## config.mk

```make
export PLATFORM = sky130hd
export DESIGN_NAME = wb_arbiter
export DESIGN_NICKNAME = d
export VERILOG_FILES = /design/src/rtl/wb_arbiter_pkg.sv /design/src/rtl/wb_fifo.sv /design/src/rtl/wb_arbiter.sv
export SDC_FILE = /design/constraint.sdc
export NUM_CORES = 1
export LEC_CHECK = 0
export ABC_CLOCK_PERIOD_IN_PS = 4700
export CORE_MARGIN = 4
export CORE_UTILIZATION = 35
export CTS_CLUSTER_SIZE = 8
export DETAILED_ROUTE_END_ITERATION = 6
export SYNTH_ARGS = -nofsm -noshare
export SYNTH_HDL_FRONTEND = slang
export SYNTH_SLANG_ARGS = --single-unit
export TNS_END_PERCENT = 10
```

## constraint.sdc

```tcl
create_clock -name clk -period 4.7 [get_ports clk]
set_clock_uncertainty 0.1 [all_clocks]
set_input_delay 1.175 -clock clk [delete_from_list [all_inputs] [get_ports clk]]
set_output_delay 1.175 -clock clk [all_outputs]
set_load 0.02 [all_outputs]
```

## src/rtl/wb_arbiter_pkg.sv

```systemverilog
// Shared types and widths for the writeback arbiter and its FIFO.
package wb_arbiter_pkg;

  localparam int unsigned REG_W = 5;
  localparam int unsigned XLEN = 32;
  localparam logic [REG_W-1:0] REG_ZERO = 5'd0;

  typedef struct packed {
    logic             valid;
    logic [REG_W-1:0] rd;
    logic [XLEN-1:0]  data;
  } wb_req_t;

endpackage

```

## src/rtl/wb_fifo.sv

```systemverilog
// Parameterised synchronous FIFO; head is the oldest entry, valid when count_o != 0.
module wb_fifo #(
  parameter int unsigned Depth = 2,
  parameter int unsigned Width = 37
) (
  input  logic                     clk_i,
  input  logic                     rst_i,
  input  logic                     push_i,
  input  logic [Width-1:0]         push_data_i,
  input  logic                     pop_i,
  output logic [Width-1:0]         head_o,
  output logic [$clog2(Depth):0]   count_o
);

  localparam int unsigned PtrW = $clog2(Depth);

  logic [Width-1:0]  mem_q [Depth];
  logic [Width-1:0]  mem_d [Depth];
  logic [PtrW-1:0]   wr_ptr_q, wr_ptr_d;
  logic [PtrW-1:0]   rd_ptr_q, rd_ptr_d;
  logic [PtrW:0]     count_q, count_d;

  // Depth is a power of two, so pointers wrap naturally at PtrW bits.
  always_comb begin
    mem_d    = mem_q;
    wr_ptr_d = wr_ptr_q;
    rd_ptr_d = rd_ptr_q;
    count_d  = count_q;
    if (push_i) begin
      mem_d[wr_ptr_q] = push_data_i;
      wr_ptr_d        = wr_ptr_q + 1'b1;
    end
    if (pop_i) begin
      rd_ptr_d = rd_ptr_q + 1'b1;
    end
    if (push_i && !pop_i) begin
      count_d = count_q + 1'b1;
    end else if (!push_i && pop_i) begin
      count_d = count_q - 1'b1;
    end
  end

  always_ff @(posedge clk_i) begin
    if (rst_i) begin
      wr_ptr_q <= '0;
      rd_ptr_q <= '0;
      count_q  <= '0;
    end else begin
      wr_ptr_q <= wr_ptr_d;
      rd_ptr_q <= rd_ptr_d;
      count_q  <= count_d;
    end
  end

  always_ff @(posedge clk_i) begin
    mem_q <= mem_d;
  end

  assign head_o  = mem_q[rd_ptr_q];
  assign count_o = count_q;

endmodule

```

## src/rtl/wb_arbiter.sv

```systemverilog
// Writeback arbiter: merges the ALU and long-latency result paths onto the single
// register-file write port, buffering losing long-latency results in a FIFO.
module wb_arbiter
  import wb_arbiter_pkg::*;
#(
  parameter int unsigned DEPTH = 2,
  parameter int unsigned STARVE_LIMIT = 4
) (
  input  logic                     clk,
  input  logic                     rst,
  input  logic                     alu_valid,
  input  logic [REG_W-1:0]         alu_rd,
  input  logic [XLEN-1:0]          alu_data,
  input  logic                     ll_valid,
  output logic                     ll_ready,
  input  logic [REG_W-1:0]         ll_rd,
  input  logic [XLEN-1:0]          ll_data,
  output logic                     wb_en,
  output logic [REG_W-1:0]         wb_reg,
  output logic [XLEN-1:0]          wb_data,
  output logic                     alu_stall,
  output logic [$clog2(DEPTH):0]   ll_count
);

  localparam int unsigned CountW = $clog2(DEPTH) + 1;
  localparam int unsigned StarveW = $clog2(STARVE_LIMIT + 1);
  localparam int unsigned EntryW = REG_W + XLEN;

  logic              alu_req, ll_req, fifo_empty;
  logic              push, pop;
  logic [CountW-1:0] fifo_count;
  logic [EntryW-1:0] fifo_head;
  wb_req_t           sel, head_req;

  logic                wb_en_q, wb_en_d;
  logic [REG_W-1:0]    wb_reg_q, wb_reg_d;
  logic [XLEN-1:0]     wb_data_q, wb_data_d;
  logic [StarveW-1:0]  starve_q, starve_d;

  // Ready depends only on registered occupancy, never on this cycle's ALU traffic.
  assign ll_ready   = fifo_count < CountW'(DEPTH);
  assign fifo_empty = fifo_count == '0;
  assign alu_req    = alu_valid && (alu_rd != REG_ZERO);
  assign ll_req     = ll_valid && ll_ready && (ll_rd != REG_ZERO);
  assign head_req   = '{valid: 1'b1, rd: fifo_head[EntryW-1:XLEN], data: fifo_head[XLEN-1:0]};

  always_comb begin
    sel  = '{valid: 1'b0, rd: REG_ZERO, data: '0};
    pop  = 1'b0;
    push = 1'b0;
    if (alu_req) begin
      sel  = '{valid: 1'b1, rd: alu_rd, data: alu_data};
      push = ll_req;
    end else if (!fifo_empty) begin
      sel  = head_req;
      pop  = 1'b1;
      push = ll_req;
    end else if (ll_req) begin
      sel = '{valid: 1'b1, rd: ll_rd, data: ll_data};
    end
  end

  always_comb begin
    wb_en_d   = sel.valid;
    wb_reg_d  = sel.valid ? sel.rd : wb_reg_q;
    wb_data_d = sel.valid ? sel.data : wb_data_q;
    starve_d  = starve_q;
    if (fifo_empty || pop) begin
      starve_d = '0;
    end else if (starve_q != StarveW'(STARVE_LIMIT)) begin
      starve_d = starve_q + 1'b1;
    end
  end

  always_ff @(posedge clk) begin
    if (rst) begin
      wb_en_q   <= 1'b0;
      wb_reg_q  <= REG_ZERO;
      wb_data_q <= '0;
      starve_q  <= '0;
    end else begin
      wb_en_q   <= wb_en_d;
      wb_reg_q  <= wb_reg_d;
      wb_data_q <= wb_data_d;
      starve_q  <= starve_d;
    end
  end

  wb_fifo #(
    .Depth (DEPTH),
    .Width (EntryW)
  ) u_fifo (
    .clk_i       (clk),
    .rst_i       (rst),
    .push_i      (push),
    .push_data_i ({ll_rd, ll_data}),
    .pop_i       (pop),
    .head_o      (fifo_head),
    .count_o     (fifo_count)
  );

  assign wb_en     = wb_en_q;
  assign wb_reg    = wb_reg_q;
  assign wb_data   = wb_data_q;
  assign alu_stall = starve_q == StarveW'(STARVE_LIMIT);
  assign ll_count  = fifo_count;

endmodule

```

==> results.md <==
| Result | Reported |
|:---|:---|
| Setup repair after global routing missed its margin | false |
| Final total negative setup slack | 0 ns |
| First DRT Iteration DRCs | 169 |
| Half-perimeter wire length of the detailed placement result | 8390 um |
| Hold path startpoint | wb_data[19]$_SDFFE_PP0P_ |
| Sequential area share after synthesis | 55.1% |
| Total die area | 18,300 sq um |
| Source-to-sink clock delay at the later pin of the worst-skew pair | 0.41 ns |
| Die Ht | 135 um |
| Initial Util | 35.7% |
| Number of hold buffers added after CTS | 0 |
| Vias/cell | 4.78 |
| Port buffer count | 119 |
| Maximum vdd drop | 0.334 mV |
| Area after DPL | 6940 sq um |
| Total I/O pin count | 120 |
| Placement row count | 46 |
| Register bit count reported by yosys | 119 |
| Clock tree from TritonCTS | yes |
| Worst reg2reg setup slack | 1.66 ns |
| Root Buffer Master | sky130_fd_sc_hd__clkbuf_16 |
| Die Wd | 135 um |
| Number of routed nets with antenna violations | 0 |
| Average wire per cell in the routed design | 16.4 um |
| Critical setup path kind | input pin to flip-flop |
| Post-placement cell count | 761 |
| Crit. End Element | flip-flop |
| Number of different library cells in the post-synthesis netlist | 44 |
| Warnings from Yosys | 0 |
| Layout cells sized above 1 | 14.0% |
| Maxcap violations | 0 |
| Sum of internal, switching and leakage power | 0.00383 W |
| Aggregate routed wire length | 13,000 um |
| Flip-flop cell with the highest count after synthesis | sky130_fd_sc_hd__edfxtp_1 |
| Highest clock rate | 302 MHz |
| Data arrival time of the worst path | 3.46 ns |
| Clock-pin slew reported for the worst setup and hold paths after clock tree synthesis | 0.05 ns |
| Post-CTS Setup Repair Bufs | 0 |
| Core Footprint | 15,900 sq um |
| Post-synth design cell area | 5670 sq um |
| First-pass iteration count of the detailed router | 4 |
| Worst reg2reg path depth | 4 |
| Leakage power | 2.69 nW |
| Ys async rst share | 0% |
| R2R Path Start | u_fifo.count_o[0]$_SDFFE_PP0P_ |
| Number of remaining DRC errors | 0 |
| Worst-path maximum fanout | 22 |
| Post-Synthesis Cells | 455 |
| H-Tree Depth | 4 |
| TritonCTS buffer count | 17 |
| Sinks on Clock Net | 119 |
| Status | finished, final reports clean |
| Avg Cell Area, Syn | 12.5 sq um |
| Global-route wire length before repair | 20,900 um |
| Tmin final | 3.31 ns |
| Slew Limit Headroom | 19.2% |
| Final period utilization | 70.4% |
| WP data required | 4.85 ns |
| Slew at the pin closest to its max-slew limit | 1.21 ns |
| Max FFs per register | 74 |
| Clock buffer depth | 2 |
| Area delta synth->final | 31.3% |
| Min-Delay Path Class | flip-flop to flip-flop |
| Overflow after GRT | 0 |
| Endpoint of the worst hold path | wb_data[19]$_SDFFE_PP0P_ |
| Final count of negative-setup-slack endpoints | 0 |
| Pin count of the biggest net entering global routing | 46 |
| Sort of element at the start of the critical path | input pin |
| Synthesized Nets | 536 |
| Filler-free cell count of the finished design | 793 |
| Reg-to-reg endpoint | u_fifo.mem_q[60]$_DFFE_PP_ |
| Min-Delay Path Depth | 2 |
| Number of global-route vias before repair | 4,073 |
| Total routing resource utilization after global routing | 14.7% |
| Weighted congestion at the end of routability-driven global placement | 0.748 |
| Nets | 645 |
| Ant diodes | 0 |
| Final std cell area, no fill | 7440 sq um |
| Hold violation total from the final report | 0 |
| Share of the core filled with cells | 46.9% |
| Number of synthesized flops with an enable pin | 74 |
| Initial antenna violation count | 0 |
| Ratio of total power to cell area | 514 nW/um^2 |
| Count of vias placed by the detailed router | 3,792 |
| Slew Limit Fails | 0 |
| Post-cts gate resize count | 0 |
-- synthesized netlist by cell type, drive strengths merged, types with 2 or more instances --
| cell type | n | area [sq um] |
|---|---|---|
| clkbuf | 13 | 48.8 |
| or4 | 2 | 18.8 |
| a21oi | 2 | 10.0 |
| ha | 3 | 37.5 |
| o21ai | 4 | 20.0 |
| nor2 | 4 | 15.0 |
| inv | 41 | 154 |
| a221oi | 35 | 500 |
| nand2 | 43 | 161 |
| o211ai | 2 | 28.8 |
| dfxtp | 45 | 901 |
| nor4 | 3 | 18.8 |
| and2 | 36 | 226 |
| buf | 21 | 200 |
| or3 | 3 | 23.8 |
| mux2i | 68 | 681 |
| edfxtp | 74 | 2220 |
| nand3 | 37 | 235 |
| o21a | 2 | 15.0 |
| a31oi | 3 | 18.8 |
| xor2 | 2 | 17.5 |
-- routing by layer --
| layer | track usage [%] | up-vias | wire length [um] |
|---|---|---|---|
| met3 | 4.38 | 16 | 742 |
| met1 | 18.8 | 1810 | 5830 |
| met2 | 23.8 | 98 | 6250 |
| li1 | - | 1868 | - |
| met5 | 0 | - | 0 |
| met4 | 4.98 | 0 | 193 |
-- where the power goes --
part	internal, W	switching, W	total [W]
Sequential	0.00130	0.000121	0.00142
Clock	0.000693	0.000417	0.00111
Combinational	0.000560	0.000736	0.00130
-- area by class of cell --
class	count	area, sq um
well taps	216	270
clock buffers	27	483
repair buffers	124	1240
flip-flops and latches	119	3120
fillers	1471	8440
clock inverters	5	22.5
inverters	41	154
multi-input cells	261	2150
-- critical path, stage by stage --
cell                              delay (ns)
sky130_fd_sc_hd__clkdlybuf4s50_1        0.47
sky130_fd_sc_hd__or4_4                  0.56
sky130_fd_sc_hd__o21ai_1                0.32
sky130_fd_sc_hd__and2_2                 0.55
sky130_fd_sc_hd__buf_12                 0.28
sky130_fd_sc_hd__a221oi_2               0.09
-- kinds of logic (layout without fill, tap and decap cells) --
family	count (synthesis)	in the layout	share of synthesized area (%)
compound gates	54	54	11.7
buf+inv	75	197	7.11
mux	69	69	12.2
xor+xnor	3	3	0.463
simple gates	132	132	12.8
flops	119	119	55.1
fa+ha+maj	3	3	0.662
-- stage by stage --
| stage | setup slack, ns | hold slack, ns |
|---|---|---|
| global route | 1.25 | 0.384 |
| floorplan | 1.57 | 0.358 |
| global placement | 1.05 | 0.355 |
| detailed placement | 0.963 | 0.351 |
| finish | 1.39 | 0.359 |
| CTS | 1.40 | 0.359 |
-- how the worst max path moves through the flow --
stage | from | endpoint | slack (ns) | depth (start not counted)
after global placement | ll_rd[3] | wb_data[30]$_SDFFE_PP0P_ | 1.05 | 6
final | ll_rd[2] | wb_data[20]$_SDFFE_PP0P_ | 1.39 | 6
after global routing | ll_rd[3] | wb_data[22]$_SDFFE_PP0P_ | 1.25 | 6
after detailed placement | ll_rd[3] | wb_data[30]$_SDFFE_PP0P_ | 0.96 | 6
after floorplan | ll_rd[3] | u_fifo.mem_q[0]$_DFFE_PP_ | 1.57 | 4
after CTS | ll_rd[3] | wb_data[25]$_SDFFE_PP0P_ | 1.40 | 6
-- layout by cell type (no fill, tap or decap), types with 2 or more instances in the layout --
| cell | Yosys | final |
|---|---|---|
| sky130_fd_sc_hd__a221oi_1 | 4 | 4 |
| sky130_fd_sc_hd__o21a_1 | 2 | 2 |
| sky130_fd_sc_hd__dfxtp_1 | 45 | 44 |
| sky130_fd_sc_hd__a31oi_1 | 3 | 3 |
| sky130_fd_sc_hd__and2_2 | 1 | 2 |
| sky130_fd_sc_hd__nand3_1 | 27 | 27 |
| sky130_fd_sc_hd__clkbuf_16 | 0 | 17 |
| sky130_fd_sc_hd__ha_1 | 3 | 3 |
| sky130_fd_sc_hd__nor4_1 | 3 | 3 |
| sky130_fd_sc_hd__a21oi_1 | 2 | 2 |
| sky130_fd_sc_hd__nand3_2 | 10 | 10 |
| sky130_fd_sc_hd__inv_1 | 41 | 40 |
| sky130_fd_sc_hd__clkbuf_1 | 13 | 8 |
| sky130_fd_sc_hd__nand2_1 | 43 | 43 |
| sky130_fd_sc_hd__o21ai_0 | 3 | 3 |
| sky130_fd_sc_hd__clkdlybuf4s50_1 | 0 | 118 |
| sky130_fd_sc_hd__xor2_1 | 2 | 2 |
| sky130_fd_sc_hd__and2_1 | 35 | 34 |
| sky130_fd_sc_hd__nor2_1 | 4 | 3 |
| sky130_fd_sc_hd__clkinv_2 | 0 | 3 |
| sky130_fd_sc_hd__clkbuf_8 | 0 | 2 |
| sky130_fd_sc_hd__edfxtp_1 | 74 | 74 |
| sky130_fd_sc_hd__a221oi_2 | 31 | 31 |
| sky130_fd_sc_hd__clkinv_1 | 0 | 2 |
| sky130_fd_sc_hd__buf_4 | 7 | 4 |
| sky130_fd_sc_hd__mux2i_1 | 68 | 68 |
| sky130_fd_sc_hd__or3_1 | 2 | 2 |
Note: power is estimated with default switching activity, not from simulation.
